**config.mk**
```make
export PLATFORM = sky130hd
export DESIGN_NAME = ripple_count_sampler
export DESIGN_NICKNAME = d
export VERILOG_FILES = /design/src/rtl/ripple_count_sampler.sv
export SDC_FILE = /design/constraint.sdc
export NUM_CORES = 1
export LEC_CHECK = 0
export CORE_ASPECT_RATIO = 0.6
export CORE_MARGIN = 5
export CORE_UTILIZATION = 45
export CTS_CLUSTER_SIZE = 16
export DETAILED_ROUTE_END_ITERATION = 7
export PLACE_DENSITY = 0.71
export SLEW_MARGIN = 20
export SYNTH_ARGS = -nofsm -noshare
export SYNTH_HDL_FRONTEND = slang
export SYNTH_SLANG_ARGS = --single-unit
```
**constraint.sdc**
```tcl
create_clock -name clk -period 2.4 [get_ports clk]
set_input_delay 0.36 -clock clk [delete_from_list [all_inputs] [get_ports clk]]
set_output_delay 0.36 -clock clk [all_outputs]
set_load 0.02 [all_outputs]
```
**src/rtl/ripple_count_sampler.sv**
```systemverilog
// ripple_count_sampler: synchronise, debounce, decode and sequence-check an async counter bus.
// Define JOHNSON_DECODE_EN for twisted-ring input codes; otherwise codes are plain binary.
module ripple_count_sampler #(
    parameter int WIDTH      = 3,
    parameter int STABLE_CYC = 2,
    parameter int ERR_W      = 8,
    parameter int WRAP_W     = 16
) (
    input  logic              clk,
    input  logic              clr,
    input  logic [WIDTH-1:0]  cnt_in,
    output logic [WIDTH-1:0]  cnt_out,
    output logic [WIDTH-1:0]  idx_out,
    output logic              upd,
    output logic              err,
    output logic [ERR_W-1:0]  err_cnt,
    output logic              wrap,
    output logic [WRAP_W-1:0] wrap_cnt,
    output logic              locked
);
    localparam int SW = $clog2(STABLE_CYC + 1);
    localparam logic [SW-1:0] STAB_MAX = SW'(STABLE_CYC);
`ifdef JOHNSON_DECODE_EN
    localparam int N = 2 * WIDTH;
`else
    localparam int N = 2 ** WIDTH;
`endif
    localparam logic [WIDTH-1:0] IDX_MAX = WIDTH'(N - 1);

    typedef enum logic {S_INIT, S_TRACK} state_t;

    state_t            state, state_nxt;
    logic [WIDTH-1:0]  s1, s2;
    logic              v1, v2, taken, taken_nxt;
    logic [SW-1:0]     stab, stab_nxt;
    logic              reload, accept, code_ok, legal;
    logic [WIDTH-1:0]  code_idx, idx_succ;
    logic [WIDTH-1:0]  cnt_nxt, idx_nxt;
    logic              upd_nxt, err_nxt, wrap_nxt, locked_nxt;
    logic [ERR_W-1:0]  err_cnt_nxt;
    logic [WRAP_W-1:0] wrap_cnt_nxt;

`ifdef JOHNSON_DECODE_EN
    logic [WIDTH-1:0] inv, ones;
    // Legal codes are a bit0-anchored run of ones, or the complement of one.
    always_comb begin
        inv  = ~s2;
        ones = '0;
        for (int i = 0; i < WIDTH; i++) ones = ones + WIDTH'(s2[i]);
        code_ok  = ((s2 & (s2 + WIDTH'(1))) == '0) || ((inv & (inv + WIDTH'(1))) == '0);
        code_idx = (s2[0] || s2 == '0) ? ones : WIDTH'(2 * WIDTH) - ones;
    end
`else
    assign code_ok  = 1'b1;
    assign code_idx = s2;
`endif

    // v1/v2 mark the sync stages as holding post-reset samples, so the
    // first value after reset sees the same latency as any later change.
    assign reload    = !v1 || !v2 || s1 != s2;
    assign stab_nxt  = !v1 ? '0 : reload ? SW'(1) : (stab == STAB_MAX) ? stab : stab + SW'(1);
    assign accept    = stab == STAB_MAX && !taken && (state == S_INIT || s2 != cnt_out);
    assign taken_nxt = !reload && (taken || accept);
    assign idx_succ  = (idx_out == IDX_MAX) ? '0 : idx_out + WIDTH'(1);
    assign legal     = code_idx == idx_succ;

    always_comb begin
        state_nxt    = state;
        cnt_nxt      = cnt_out;
        idx_nxt      = idx_out;
        upd_nxt      = 1'b0;
        err_nxt      = 1'b0;
        wrap_nxt     = 1'b0;
        locked_nxt   = locked;
        err_cnt_nxt  = err_cnt;
        wrap_cnt_nxt = wrap_cnt;
        if (accept) begin
            if (!code_ok) begin
                err_nxt = 1'b1;
            end else begin
                cnt_nxt    = s2;
                idx_nxt    = code_idx;
                upd_nxt    = 1'b1;
                locked_nxt = 1'b1;
                state_nxt  = S_TRACK;
                err_nxt    = state == S_TRACK && !legal;
                wrap_nxt   = state == S_TRACK && legal && idx_out == IDX_MAX;
            end
            err_cnt_nxt  = (err_nxt && !(&err_cnt)) ? err_cnt + ERR_W'(1) : err_cnt;
            wrap_cnt_nxt = wrap_nxt ? wrap_cnt + WRAP_W'(1) : wrap_cnt;
        end
    end

    always_ff @(posedge clk or negedge clr) begin
        if (!clr) begin
            s1       <= '0;
            s2       <= '0;
            v1       <= 1'b0;
            v2       <= 1'b0;
            stab     <= '0;
            taken    <= 1'b0;
            state    <= S_INIT;
            cnt_out  <= '0;
            idx_out  <= '0;
            upd      <= 1'b0;
            err      <= 1'b0;
            wrap     <= 1'b0;
            locked   <= 1'b0;
            err_cnt  <= '0;
            wrap_cnt <= '0;
        end else begin
            s1       <= cnt_in;
            s2       <= s1;
            v1       <= 1'b1;
            v2       <= v1;
            stab     <= stab_nxt;
            taken    <= taken_nxt;
            state    <= state_nxt;
            cnt_out  <= cnt_nxt;
            idx_out  <= idx_nxt;
            upd      <= upd_nxt;
            err      <= err_nxt;
            wrap     <= wrap_nxt;
            locked   <= locked_nxt;
            err_cnt  <= err_cnt_nxt;
            wrap_cnt <= wrap_cnt_nxt;
        end
    end
endmodule
```
; ---- After elaboration in Yosys (flattened, before gate mapping)
; Cells that the tools add are included.
[word_totals]
word_cells = 53
in_bits = 5
output_inout_bits = 34
register_bits = 42
[classes]
n_bitwise = 1
n_reduce_logical = 20
eq_ne = 6
mux = 9
add_sub_neg = 4
[op_table]
columns = op, n
row1 = $add A16 B1 Y16 const B, 1
row2 = $add A8 B1 Y8 const B, 1
row3 = $reduce_and A8 Y1, 1
row4 = $logic_and A1 B1 Y1, 7
row5 = $logic_not A1 Y1, 6
row6 = $mux W2, 3
row7 = $ne A3 B3 Y1, 2
row8 = $mux W1, 5
row9 = $logic_or A1 B1 Y1, 4
row10 = $reduce_and A2 Y1, 2
row11 = $add A3 B1 Y3 const B, 1
row12 = $eq A3 B3 Y1, 1
row13 = $eq A3 B3 Y1 const B, 1
row14 = $mux W3, 1
row15 = $ne A3 B3 Y1 const B, 1
row16 = $add A2 B1 Y2 const B, 1
row17 = $eq A2 B2 Y1 const B, 1
row18 = $not A1 Y1, 1

; ---- Longest topological paths before layout
[depth]
depth_word = 8
depth_mapped = 7
ltp_nobuf = 6

; ---- Worst setup path before layout
; Ideal clock, no wire load.
[synth_timing]
path_type = reg-to-reg
from = register idx_out[0]
to = register err_cnt[1]
path_slack_ps = 193
t_required_ps = 2275
path_stages_with_launch = 8
n_path_buf = 1
t_arrival_ps = 2083
setup_time_ps = 125
period_less_slack_ps = 2207
cell_sequence = dfrtp_1 > ha_1 > ha_1 > or3_1 > and4_4 > buf_6 > nor3_2 > mux2_2
[synth_via]
elab_chain_len = 8
word_cells_on_any_way = 12
cone_classes = add/sub (1) / eq/ne (3) / mux (2) / reduce/logical (6)
[synth_lines]
columns = element, line
row1 = start: declaration, 13  ; output logic [WIDTH-1:0] idx_out,
row2 = start signal: assignment, 120  ; idx_out <= idx_nxt;
row3 = $add A3 B1 Y3 / $eq A3 B3 Y1 (equally long branches), 64  ; assign idx_succ = (idx_out == IDX_MAX) ? '0 : idx_out + WIDTH'(1);
row4 = $mux W3, 64
row5 = $eq A3 B3 Y1, 65  ; assign legal = code_idx == idx_succ;
row6 = $logic_not A1 Y1, 86  ; err_nxt = state == S_TRACK && !legal;
row7 = $logic_and A1 B1 Y1, 86
row8 = $mux W1, 77  ; if (accept) begin
row9 = $logic_and A1 B1 Y1, 89  ; err_cnt_nxt = (err_nxt && !(&err_cnt)) ? err_cnt + ERR_W'(1) : err_cnt;
row10 = $reduce_and A2 Y1 (no line) *, n/a
row11 = end signal: assignment, 125  ; err_cnt <= err_cnt_nxt;
row12 = end: declaration, 16  ; output logic [ERR_W-1:0] err_cnt,
; Every way passes the cells marked *; elsewhere a longest branch is shown, timed or not. The select of a mux whose other input is x is not followed.
; A chain may end at the register's enable or synchronous reset.

; ---- Final worst setup path
[layout_timing]
from = register idx_out[1]
to = register wrap_cnt[5]
[layout_via]
elab_chain_len = 7
word_cells_on_any_way = 11
cone_classes = add/sub (1) / eq/ne (3) / mux (2) / reduce/logical (5)
[layout_lines]
columns = element, line
row1 = $add A3 B1 Y3 / $eq A3 B3 Y1 (equally long branches), "64, 87"
row2 = $mux W3, 64
row3 = $eq A3 B3 Y1, 65
row4 = $logic_and A1 B1 Y1 (2 in a row), 87  ; wrap_nxt = state == S_TRACK && legal && idx_out == IDX_MAX;
row5 = $mux W1, 77
row6 = $reduce_and A2 Y1 (no line) *, n/a
row7 = end signal: assignment, 126  ; wrap_cnt <= wrap_cnt_nxt;
row8 = end: declaration, 18  ; output logic [WRAP_W-1:0] wrap_cnt,
; Marks and branches as above.

==> results.json <==
{
  "syn-num-nets": 176,
  "vdd_drop_max_mv": 0.4001,
  "postLayoutCoreUtil_pct": 59.98,
  "grt_pass1_vias": 1429,
  "synth_area_leaders": "dfrtp_1, xor2_1, ha_1, nor4_2, mux2_2",
  "setup_ws_ns": 0.2728,
  "num_io_pins": 39,
  "synth_ff_type": "dfrtp_1",
  "finalSetupViolCount": 0,
  "critPathRequiredTime_ns": 2.62,
  "antenna_found_initial": 0,
  "slowest_delay_ns": 0.44,
  "remaining_drc_errors": 0,
  "rr_endpoint": "wrap_cnt[5]",
  "slowest_stage": "dfrtp_1",
  "finClkSkew_ns": 0.007778,
  "async_reset_ff_share_pct": 100.0,
  "cts_tree": "yes",
  "die_h_um": 61.75,
  "placement_rows": 18,
  "io_buffers": 38,
  "drv_slew": 0,
  "num_vias": 1398,
  "p_leak_uw": 0.001181,
  "grt.total_usage_pct": 15.91,
  "rr_worst_depth": 7,
  "tns_ns": 0,
  "cts_hold_buffers": 0,
  "gp_congestion": 0.7557,
  "status": "finished clean",
  "start_util_pct": 47.68,
  "final_cell_mix": "dfrtp_1, clkdlybuf4s50_1, xor2_1",
  "maxCapViolCount": 0,
  "ant_nets": 0,
  "syn_to_final_growth_pct": 25.79,
  "cts.sinks": 42,
  "drive_gt1_share_pct": 14.35,
  "ys_types": 38,
  "post_drt_via_cell_ratio": 5.197,
  "postSynthAreaPerCell_um2": 12.10,
  "diodes": 0,
  "regToRegSetupSlack_ns": 0.27,
  "criticalPathCategory": "reg -> reg",
  "arrival_ns": 2.35,
  "syn_inst": 166,
  "clock_latency_ns": 0.30,
  "hold_class": "in -> async",
  "clkTransAtPathRegs_ns": 0.07,
  "die_area_mm2": 0.005942,
  "coreArea_mm2": 0.004212,
  "synth_xor_area_share_pct": 13.02,
  "synth_seq_cells": 42,
  "fin_crit_ns": 2.127,
  "root_buffer": "clkbuf_8",
  "yosysSeqAreaShare_pct": 52.34,
  "synth.area.mux_share_pct": 3.302,
  "synth_top_family_by_area": "simple AND/OR/NAND/NOR gates",
  "synthSimpleGateAreaFrac_pct": 21.50,
  "cts_buffers": 5,
  "critPathMostFrequentCell": "ha_1",
  "drt-initial-drc-count": 52,
  "yosys.area_share.adder_pct": 3.115,
  "p_per_area_mw_per_mm2": 572.9,
  "wire_per_inst_um": 15.85,
  "htreeDepth": 2,
  "crit_fanout": 11,
  "drt_pre_antenna_iters": 4,
  "final_common_cell": "dfrtp_1",
  "synth_compound_gate_area_share_pct": 3.302,
  "end_kind": "register",
  "fmax_mhz": 470.1,
  "synth.yosys.warnings": 0,
  "grt_overflow": 0,
  "grt_max_degree": 43,
  "crit_chain": "ha_1 > ha_1 > xnor2_1 > nand4b_1 > buf_4 > nor4_1 > xor2_1",
  "synth_top_area_share_pct": 52.34,
  "r2r_start": "idx_out[1]",
  "hold_viol_final": 0,
  "grt_pass1_wl_mm": 7.079,
  "rsz0062_at_grt": "no",
  "cts_resized": 0,
  "maxSlewHeadroom_pct": 37.69,
  "syn_area_mm2": 0.002008,
  "cp-start-kind": "register",
  "wl_mm": 4.263,
  "synth_largest_area_cell": "dfrtp_1",
  "dp_hpwl_mm": 3.103,
  "clock_path_buffers": 2,
  "pre_cts_slack_ns": 0.2830,
  "fin_crit_sh_pct": 88.63,
  "worst_pin_slew_ns": 0.9347,
  "synth_enable_flop_cells": 0,
  "post_cts_buffers": 0,
  "layout.nets": 218,
  "die_w_um": 96.24
}
report_power, final:
group | internal, µW | leakage [µW] | switching, µW
Sequential | 731 | 0.000563 | 29.8
Combinational | 95.7 | 0.000570 | 120
Clock | 232 | 0.0000482 | 239
synthesized netlist by cell type, types with 3 or more instances:
cell type and instances:
dfrtp_1 42, xor2_1 26, nand3_1 9, nor2_1 9, nor4_1 9, nand2_1 8
ha_1 5, mux2_2 5, nor4_2 5, nand4_1 4, o21ai_0 4, buf_4 3
inv_1 3, nor3_1 3
per-layer routing:
| metal | wire (µm) | global-route usage, % |
|---|---|---|
| met5 | 0 | 0 |
| met4 | 80 | 7.085 |
| met3 | 268 | 5.415 |
| met2 | 1899 | 23.36 |
| met1 | 2014 | 21.58 |
through the flow:
| step | std cells | hold slack, ns | power [µW] | instance area, µm² |
|---|---|---|---|---|
| final | 269 | 0.1988 | 1447 | 2526 |
| after global routing | 269 | 0.2863 | 1508 | 2526 |
| after CTS | 269 | 0.2305 | 1464 | 2526 |
| after detailed placement | 261 | 0.3855 | 994.4 | 2435 |
| after global placement | 261 | 0.3784 | 982.7 | 2435 |
| after floorplan | 166 | 0.06441 | 907.7 | 2008 |
how the worst max path moves through the flow:
stage                     startpoint      endpoint  slack (ns)
after detailed placement  idx_out[1]   wrap_cnt[1]        0.28
after CTS                 idx_out[1]   wrap_cnt[5]        0.25
after global placement    idx_out[1]  wrap_cnt[15]        0.36
final                     idx_out[1]   wrap_cnt[5]        0.27
after global routing      idx_out[1]   wrap_cnt[5]        0.07
after floorplan           idx_out[0]    err_cnt[1]        0.19
area by class of cell:
type	instances	area (µm²)
Clock buffer	7	86.33
Timing Repair Buffer	42	405.4
Fill cell	361	1685
Inverter	3	11.26
Clock inverter	1	5.005
Multi-Input combinational cell	114	892.1
Tap cell	60	75.07
Sequential cell	42	1051
sequential cells by signal (all words and copies together), names as in the netlist:
name,cells
taken,1
err,1
upd,1
idx_out,3
state,1
v2,1
wrap_cnt,16
err_cnt,8
v1,1
wrap,1
code_idx,3
stab,2
s1,3
cells by family (layout without fill, tap and decap cells):
logic type	after synthesis	after routing
AOI/OAI and AO/OA	8	8
xor gates and xnor gates	29	29
adders and majority gates	5	5
buffers and inverters	10	53
DFF	42	42
muxes	6	6
other	1	1
and+or+nand+nor	65	65
worst max-delay path, delay by kind of cell (launching register included):
| family | cells | cell delay (ns) |
|---|---|---|
| XOR/XNOR | 2 | 0.42 |
| adder cells (fa/ha/maj) | 2 | 0.49 |
| AND/OR/NAND/NOR | 2 | 0.50 |
| buffers and inverters | 1 | 0.21 |
| flip-flops | 1 | 0.44 |
Note: power is estimated with default switching activity, not from simulation.
